## config.mk

```make
export PLATFORM = sky130hd
export DESIGN_NAME = sdram_arbiter
export DESIGN_NICKNAME = d
export VERILOG_FILES = /design/src/rtl/sdram_arbiter.sv
export SDC_FILE = /design/constraint.sdc
export NUM_CORES = 1
export LEC_CHECK = 0
export ABC_AREA = 1
export BUFFER_PORTS_ARGS = -buffer_cell sky130_fd_sc_hd__buf_2
export CAP_MARGIN = 10
export CORE_AREA = 2 2 104 106
export DETAILED_ROUTE_END_ITERATION = 8
export DIE_AREA = 0 0 106 108
export PLACE_DENSITY_LB_ADDON = 0.25
export SKIP_LAST_GASP = 1
export SYNTH_ARGS = -nofsm -noshare
export SYNTH_HDL_FRONTEND = slang
export SYNTH_SLANG_ARGS = --single-unit
```

## constraint.sdc

```tcl
create_clock -name clk -period 2.1 [get_ports clk]
set_input_delay 0.63 -clock clk [delete_from_list [all_inputs] [get_ports clk]]
set_output_delay 0.63 -clock clk [all_outputs]
set_load 0.02 [all_outputs]
```

## src/rtl/sdram_arbiter.sv

```systemverilog
// Round-robin arbiter sharing one Gowin SDRAM HS controller between burst clients.
// The owner keeps the command interface for a whole transaction; refresh is scheduled here.
module sdram_arbiter #(
    parameter int Requesters              = 2,
    parameter int AutoRefreshPeriodCycles = 600
) (
    input  logic                       clk,
    input  logic                       rst_n,
    input  logic [Requesters-1:0]      req,
    output logic [Requesters-1:0]      grant,
    output logic                       refresh_pending,
    input  logic [Requesters-1:0]      c_cmd_en,
    input  logic [Requesters*3-1:0]    c_cmd,
    input  logic [Requesters*21-1:0]   c_addr,
    input  logic [Requesters*32-1:0]   c_data,
    input  logic [Requesters*8-1:0]    c_data_len,
    output logic [Requesters-1:0]      c_cmd_ack,
    output logic [31:0]                c_data_out,
    output logic                       I_sdrc_cmd_en,
    output logic [2:0]                 I_sdrc_cmd,
    output logic [20:0]                I_sdrc_addr,
    output logic [31:0]                I_sdrc_data,
    output logic [7:0]                 I_sdrc_data_len,
    input  logic [31:0]                O_sdrc_data,
    input  logic                       O_sdrc_init_done,
    input  logic                       O_sdrc_cmd_ack
);

    localparam int          PW          = (Requesters > 1) ? $clog2(Requesters) : 1;
    localparam logic [15:0] PERIOD      = 16'(AutoRefreshPeriodCycles);
    localparam logic [15:0] CNT_RESET   = 16'(AutoRefreshPeriodCycles + 1);
    localparam logic [2:0]  CMD_REFRESH = 3'b001;

    typedef enum logic [1:0] {
        ST_IDLE    = 2'd0,
        ST_REFRESH = 2'd1,
        ST_GRANTED = 2'd2
    } state_t;

    state_t                  state_q, state_d;
    logic [Requesters-1:0]   grant_q, grant_d;
    logic [PW-1:0]           owner_q, owner_d;
    logic [PW-1:0]           rr_ptr_q, rr_ptr_d;
    logic [15:0]             counter_q, counter_d;
    logic                    ref_en_q, ref_en_d;
    logic [2:0]              ref_cmd_q, ref_cmd_d;

    logic                    win_found_s;
    logic [PW-1:0]           win_idx_s;
    logic [PW-1:0]           scan_idx_s;
    logic                    sel_cmd_en_s;
    logic [2:0]              sel_cmd_s;
    logic [20:0]             sel_addr_s;
    logic [31:0]             sel_data_s;
    logic [7:0]              sel_len_s;

    function automatic logic [15:0] sat_inc(input logic [15:0] v);
        return (v == 16'hFFFF) ? v : v + 16'd1;
    endfunction

    assign refresh_pending = (counter_q > PERIOD);
    assign grant           = grant_q;
    assign c_data_out      = O_sdrc_data;

    // Round-robin scan: first requester at or after rr_ptr, wrapping modulo the client count
    always_comb begin
        win_found_s = 1'b0;
        win_idx_s   = '0;
        scan_idx_s  = '0;
        for (int i = 0; i < Requesters; i++) begin
            scan_idx_s = PW'((int'(rr_ptr_q) + i) % Requesters);
            if (!win_found_s && req[scan_idx_s]) begin
                win_found_s = 1'b1;
                win_idx_s   = scan_idx_s;
            end else begin
                win_found_s = win_found_s;
            end
        end
    end

    // AND-OR mux of the owner's command fields
    always_comb begin
        sel_cmd_en_s = 1'b0;
        sel_cmd_s    = 3'b000;
        sel_addr_s   = 21'd0;
        sel_data_s   = 32'd0;
        sel_len_s    = 8'd0;
        for (int i = 0; i < Requesters; i++) begin
            sel_cmd_en_s = sel_cmd_en_s | (c_cmd_en[i] & req[i] & (owner_q == PW'(i)));
            sel_cmd_s    = sel_cmd_s  | (c_cmd[i*3 +: 3]       & {3{owner_q == PW'(i)}});
            sel_addr_s   = sel_addr_s | (c_addr[i*21 +: 21]    & {21{owner_q == PW'(i)}});
            sel_data_s   = sel_data_s | (c_data[i*32 +: 32]    & {32{owner_q == PW'(i)}});
            sel_len_s    = sel_len_s  | (c_data_len[i*8 +: 8]  & {8{owner_q == PW'(i)}});
        end
    end

    // Next-state: refresh scheduling, grant selection and release
    always_comb begin
        state_d   = state_q;
        grant_d   = grant_q;
        owner_d   = owner_q;
        rr_ptr_d  = rr_ptr_q;
        counter_d = counter_q;
        ref_en_d  = 1'b0;
        ref_cmd_d = 3'b000;
        case (state_q)
            ST_IDLE: begin
                counter_d = sat_inc(counter_q);
                if (!O_sdrc_init_done) begin
                    state_d = ST_IDLE;
                end else if (refresh_pending) begin
                    ref_en_d  = 1'b1;
                    ref_cmd_d = CMD_REFRESH;
                    state_d   = ST_REFRESH;
                end else if (win_found_s) begin
                    grant_d            = '0;
                    grant_d[win_idx_s] = 1'b1;
                    owner_d            = win_idx_s;
                    state_d            = ST_GRANTED;
                end else begin
                    state_d = ST_IDLE;
                end
            end
            ST_REFRESH: begin
                if (O_sdrc_cmd_ack) begin
                    counter_d = 16'd0;
                    state_d   = ST_IDLE;
                end else begin
                    state_d = ST_REFRESH;
                end
            end
            ST_GRANTED: begin
                counter_d = sat_inc(counter_q);
                if (!req[owner_q]) begin
                    // Start the next scan just past the releasing client so others get first pick
                    grant_d  = '0;
                    rr_ptr_d = (owner_q == PW'(Requesters - 1)) ? PW'(0) : owner_q + PW'(1);
                    state_d  = ST_IDLE;
                end else begin
                    state_d = ST_GRANTED;
                end
            end
            default: begin
                grant_d = '0;
                state_d = ST_IDLE;
            end
        endcase
    end

    // State registers with synchronous active-low reset
    always_ff @(posedge clk) begin
        if (!rst_n) begin
            state_q   <= ST_IDLE;
            grant_q   <= '0;
            owner_q   <= '0;
            rr_ptr_q  <= '0;
            counter_q <= CNT_RESET;
            ref_en_q  <= 1'b0;
            ref_cmd_q <= 3'b000;
        end else begin
            state_q   <= state_d;
            grant_q   <= grant_d;
            owner_q   <= owner_d;
            rr_ptr_q  <= rr_ptr_d;
            counter_q <= counter_d;
            ref_en_q  <= ref_en_d;
            ref_cmd_q <= ref_cmd_d;
        end
    end

    // Controller-side outputs: owner pass-through while granted, else the registered refresh command
    always_comb begin
        I_sdrc_cmd_en   = 1'b0;
        I_sdrc_cmd      = 3'b000;
        I_sdrc_addr     = 21'd0;
        I_sdrc_data     = 32'd0;
        I_sdrc_data_len = 8'd0;
        c_cmd_ack       = '0;
        if (state_q == ST_GRANTED) begin
            I_sdrc_cmd_en   = sel_cmd_en_s;
            I_sdrc_cmd      = sel_cmd_s;
            I_sdrc_addr     = sel_addr_s;
            I_sdrc_data     = sel_data_s;
            I_sdrc_data_len = sel_len_s;
            c_cmd_ack       = grant_q & {Requesters{O_sdrc_cmd_ack}};
        end else begin
            I_sdrc_cmd_en = ref_en_q;
            I_sdrc_cmd    = ref_cmd_q;
        end
    end

endmodule
```

==> impl_metrics.py <==
metrics = {
    "status": {
        "run_status": "finished clean",
    },
    "critical_path": {
        "timing.critical_path.required_ns": 1.47,
        "crit_path_top_delay_cell": "dfxtp_4",
        "worst_endpoint_data_arrival_time_ns": 1.43,
        "worst_r2r_startpoint": "counter_q[1]",
        "worstSetupEndpointType": "output port",
        "worst-r2r-setup-slack_ns": 0.36,
        "regToRegEndpoint": "counter_q[13]",
        "path_class": "register to output port",
        "r2r.worst_path.cells": 8,
        "worst_path_largest_cell_delay_ns": 0.39,
        "cp_cell_sequence": "buf_6, nand2_1, a21oi_1, buf_2",
        "cp-start-kind": "register",
        "crit_fanout": 29,
    },
    "grt": {
        "gr-max-usage-layer": "met2",
        "first_pass_grt_wire_length_um": 18300,
        "grt_max_degree": 43,
        "grt.met1_usage_pct": 25.4,
        "gr_met3_demand_resource_pct": 10.7,
        "grt_pass1_vias": 3299,
        "grtUsageTotal_pct": 20.3,
        "grt_overflow": 0,
        "grt_antenna_before_repair": 2,
        "grt_use_met2_pct": 31.5,
    },
    "power_and_ir_drop": {
        "vdd_ir_drop_max_v": 0.000395,
        "totalPowerFinal_mw": 3.64,
        "cellLeakagePower_nw": 2.12,
        "cellPowerDensity_nw_per_um2": 962,
    },
    "sta": {
        "worst-slew-pin-transition_ns": 0.614,
        "unrepaired_setup_endpoints_after_global_routing": "true",
        "setup_viol": 0,
        "maxSlewHeadroom_pct": 59.0,
        "finalCriticalPeriod_ns": 2.06,
        "max_clock_freq_mhz": 485,
        "report.final.hold_viol_count": 0,
        "clock-skew-final_ns": 0.000783,
        "final_slew_violations": 0,
        "final_critical_path_share_of_the_clock_period_pct": 98.2,
    },
    "hold_path": {
        "hold-path-endpoint": "counter_q[1]",
        "holdCritStartpoint": "counter_q[1]",
        "holdPathStages": 2,
        "worst_hold_path_type": "register to register",
    },
    "clocking": {
        "cts.sink_count": 23,
        "max-clock-path-buffers": 2,
        "clkLatencyLatePin_ns": 0.27,
        "cts_buffers": 3,
        "clockRootBuffer": "clkbuf_8",
        "clock_tree_from_tritoncts": "done",
        "cts.clk_slew.worst_paths_ns": 0.09,
        "cts.htree.levels": 1,
    },
    "synth": {
        "synth.distinct_cells": 30,
        "ys_seq_area_share_pct": 17.0,
        "synthFlopType": "dfxtp_1",
        "synthesis.area_per_instance_um2": 5.46,
        "register_bit_total_from_synthesis": 23,
        "synthCells": 495,
        "mappedNetlistNets": 665,
        "async_set_reset_flop_share_out_of_synthesis_pct": 0,
        "synth_area_um2": 2710,
        "warning_count_from_the_yosys_run": 0,
        "synth_enable_flop_cells": 0,
    },
    "floorplan": {
        "floorplan.die_area_um2": 11400,
        "core_region_area_um2": 10200,
        "num_rows": 37,
        "floorplan.io_pins": 270,
        "die_h_um": 108,
        "die-width_um": 106,
        "initial_utilization_pct": 26.4,
    },
    "finish": {
        "finalInstanceArea_um2": 3780,
        "final_net_count": 831,
        "layout-drive-gt1-share_pct": 39.1,
        "fin_cells": 797,
        "area_growth_pct": 39.9,
        "utilization_pct": 37.0,
    },
    "drt": {
        "first_pass_iters": 6,
        "1st_iter_drt_viols": 443,
        "remaining_drc_errors": 0,
        "wl_um": 13000,
        "vias_per_cell": 4.71,
        "dr_total_vias": 3754,
        "ant_nets": 0,
        "wl_per_cell_um": 16.3,
    },
    "place": {
        "port-buffer-count": 205,
        "placed_cell_areas_um2": 3650,
        "dpl.cell_count": 789,
        "gpl.final_weighted_congestion": 0.872,
        "dp_hpwl_um": 10600,
    },
    "run": {
        "cap_viol_max_count": 0,
    },
}
sequential cells by signal, indices dropped and copies added (netlist names):
register	cells
rr_ptr_q	1
owner_q	1
state_q	2
grant	2
ref_en_q	1
counter_q	16
per-layer routing:
layer	wire length, um	vias to the layer above
li1	-	1866
met1	5260	1681
met2	5680	185
met3	1880	20
met4	182	2
met5	12	-
kinds of logic after synthesis:
family | share of synthesized area (%)
simple gates | 42.8
buf+inv | 19.2
flops | 17.0
fa+ha+maj | 0.925
compound gates | 18.1
xor+xnor | 1.94
power breakdown:
group | internal (mW) | total, mW | switching [mW]
registers | 0.553 | 0.695 | 0.142
logic | 0.941 | 2.66 | 1.72
clock network | 0.133 | 0.288 | 0.155
cells in the final DEF, fill, tap and decap left out, types with 2 or more instances in the layout:
cell type and n:
ha_1 2, or2_2 2, nor2_2 2, nand2_2 8, buf_12 2, dfxtp_1 19
nand4_1 6, nand3_1 26, buf_4 11, buf_2 203, buf_6 2, nor2_1 37
o21ai_0 4, inv_1 32, nor3_1 2, nand3b_1 2, nand2_1 184, o21ai_1 2
clkbuf_8 3, a21oi_1 77, nand3_4 2, inv_2 6, dfxtp_2 3, a21oi_2 6
xor2_1 5
cells in the mapped netlist, types with 6 or more instances:
library cell    n  area, um2
inv_2           6       22.5
nand2_1       185        694
nand2_2         8       50.1
nand4_1         6       37.5
buf_2           7       35.0
nand3_1        26        130
inv_1          33        124
nor2_1         37        139
clkbuf_1       13       48.8
dfxtp_1        23        460
a21oi_1        78        390
buf_4          34        255
final cells by class:
type	count	area (um2)
Timing Repair Buffer	220	1210
Multi-Input combinational cell	374	1740
Tap cell	136	170
Inverter	39	149
Sequential cell	23	468
Antenna cell	1	2.50
Clock buffer	3	41.3
Clock inverter	1	5.00
Fill cell	1149	6450
critical path: cells and delay by family, from the launching register on:
| family | cells | cell delay (ns) |
|---|---|---|
| flip-flops | 1 | 0.39 |
| AO/OA/AOI/OAI | 1 | 0.24 |
| buffers and inverters | 2 | 0.44 |
| AND/OR/NAND/NOR | 1 | 0.09 |
through the flow:
step / setup TNS, ns / setup slack, ns / hold slack [ns]
floorplan: 0 / 0.141 / 0.472
global placement: 0 / 0.218 / 0.500
detailed placement: 0 / 0.217 / 0.505
CTS: 0 / 0.00239 / 0.501
global route: -0.0292 / -0.0132 / 0.520
finish: 0 / 0.0387 / 0.496
what timing repair did:
action	4_1_cts	5_1_grt
endpoints found under the hold margin	0	0
setup buffers	0	1
endpoints found under the setup margin	9	55
gates cloned	1	1
resized for setup	3	11
hold buffers	0	0
worst max-delay path by stage:
stage / startpoint / to / slack (ns) / cells after the start
after floorplan: state_q[0] / I_sdrc_data[10] / 0.14 / 6
after global placement: req[1] / I_sdrc_cmd_en / 0.22 / 6
after detailed placement: req[1] / I_sdrc_cmd_en / 0.22 / 6
after CTS: state_q[1] / I_sdrc_addr[7] / 0.002 / 4
after global routing: state_q[1] / I_sdrc_cmd[0] / -0.01 / 5
final: owner_q / I_sdrc_data[25] / 0.04 / 4
Note: power is estimated with default switching activity, not from simulation.
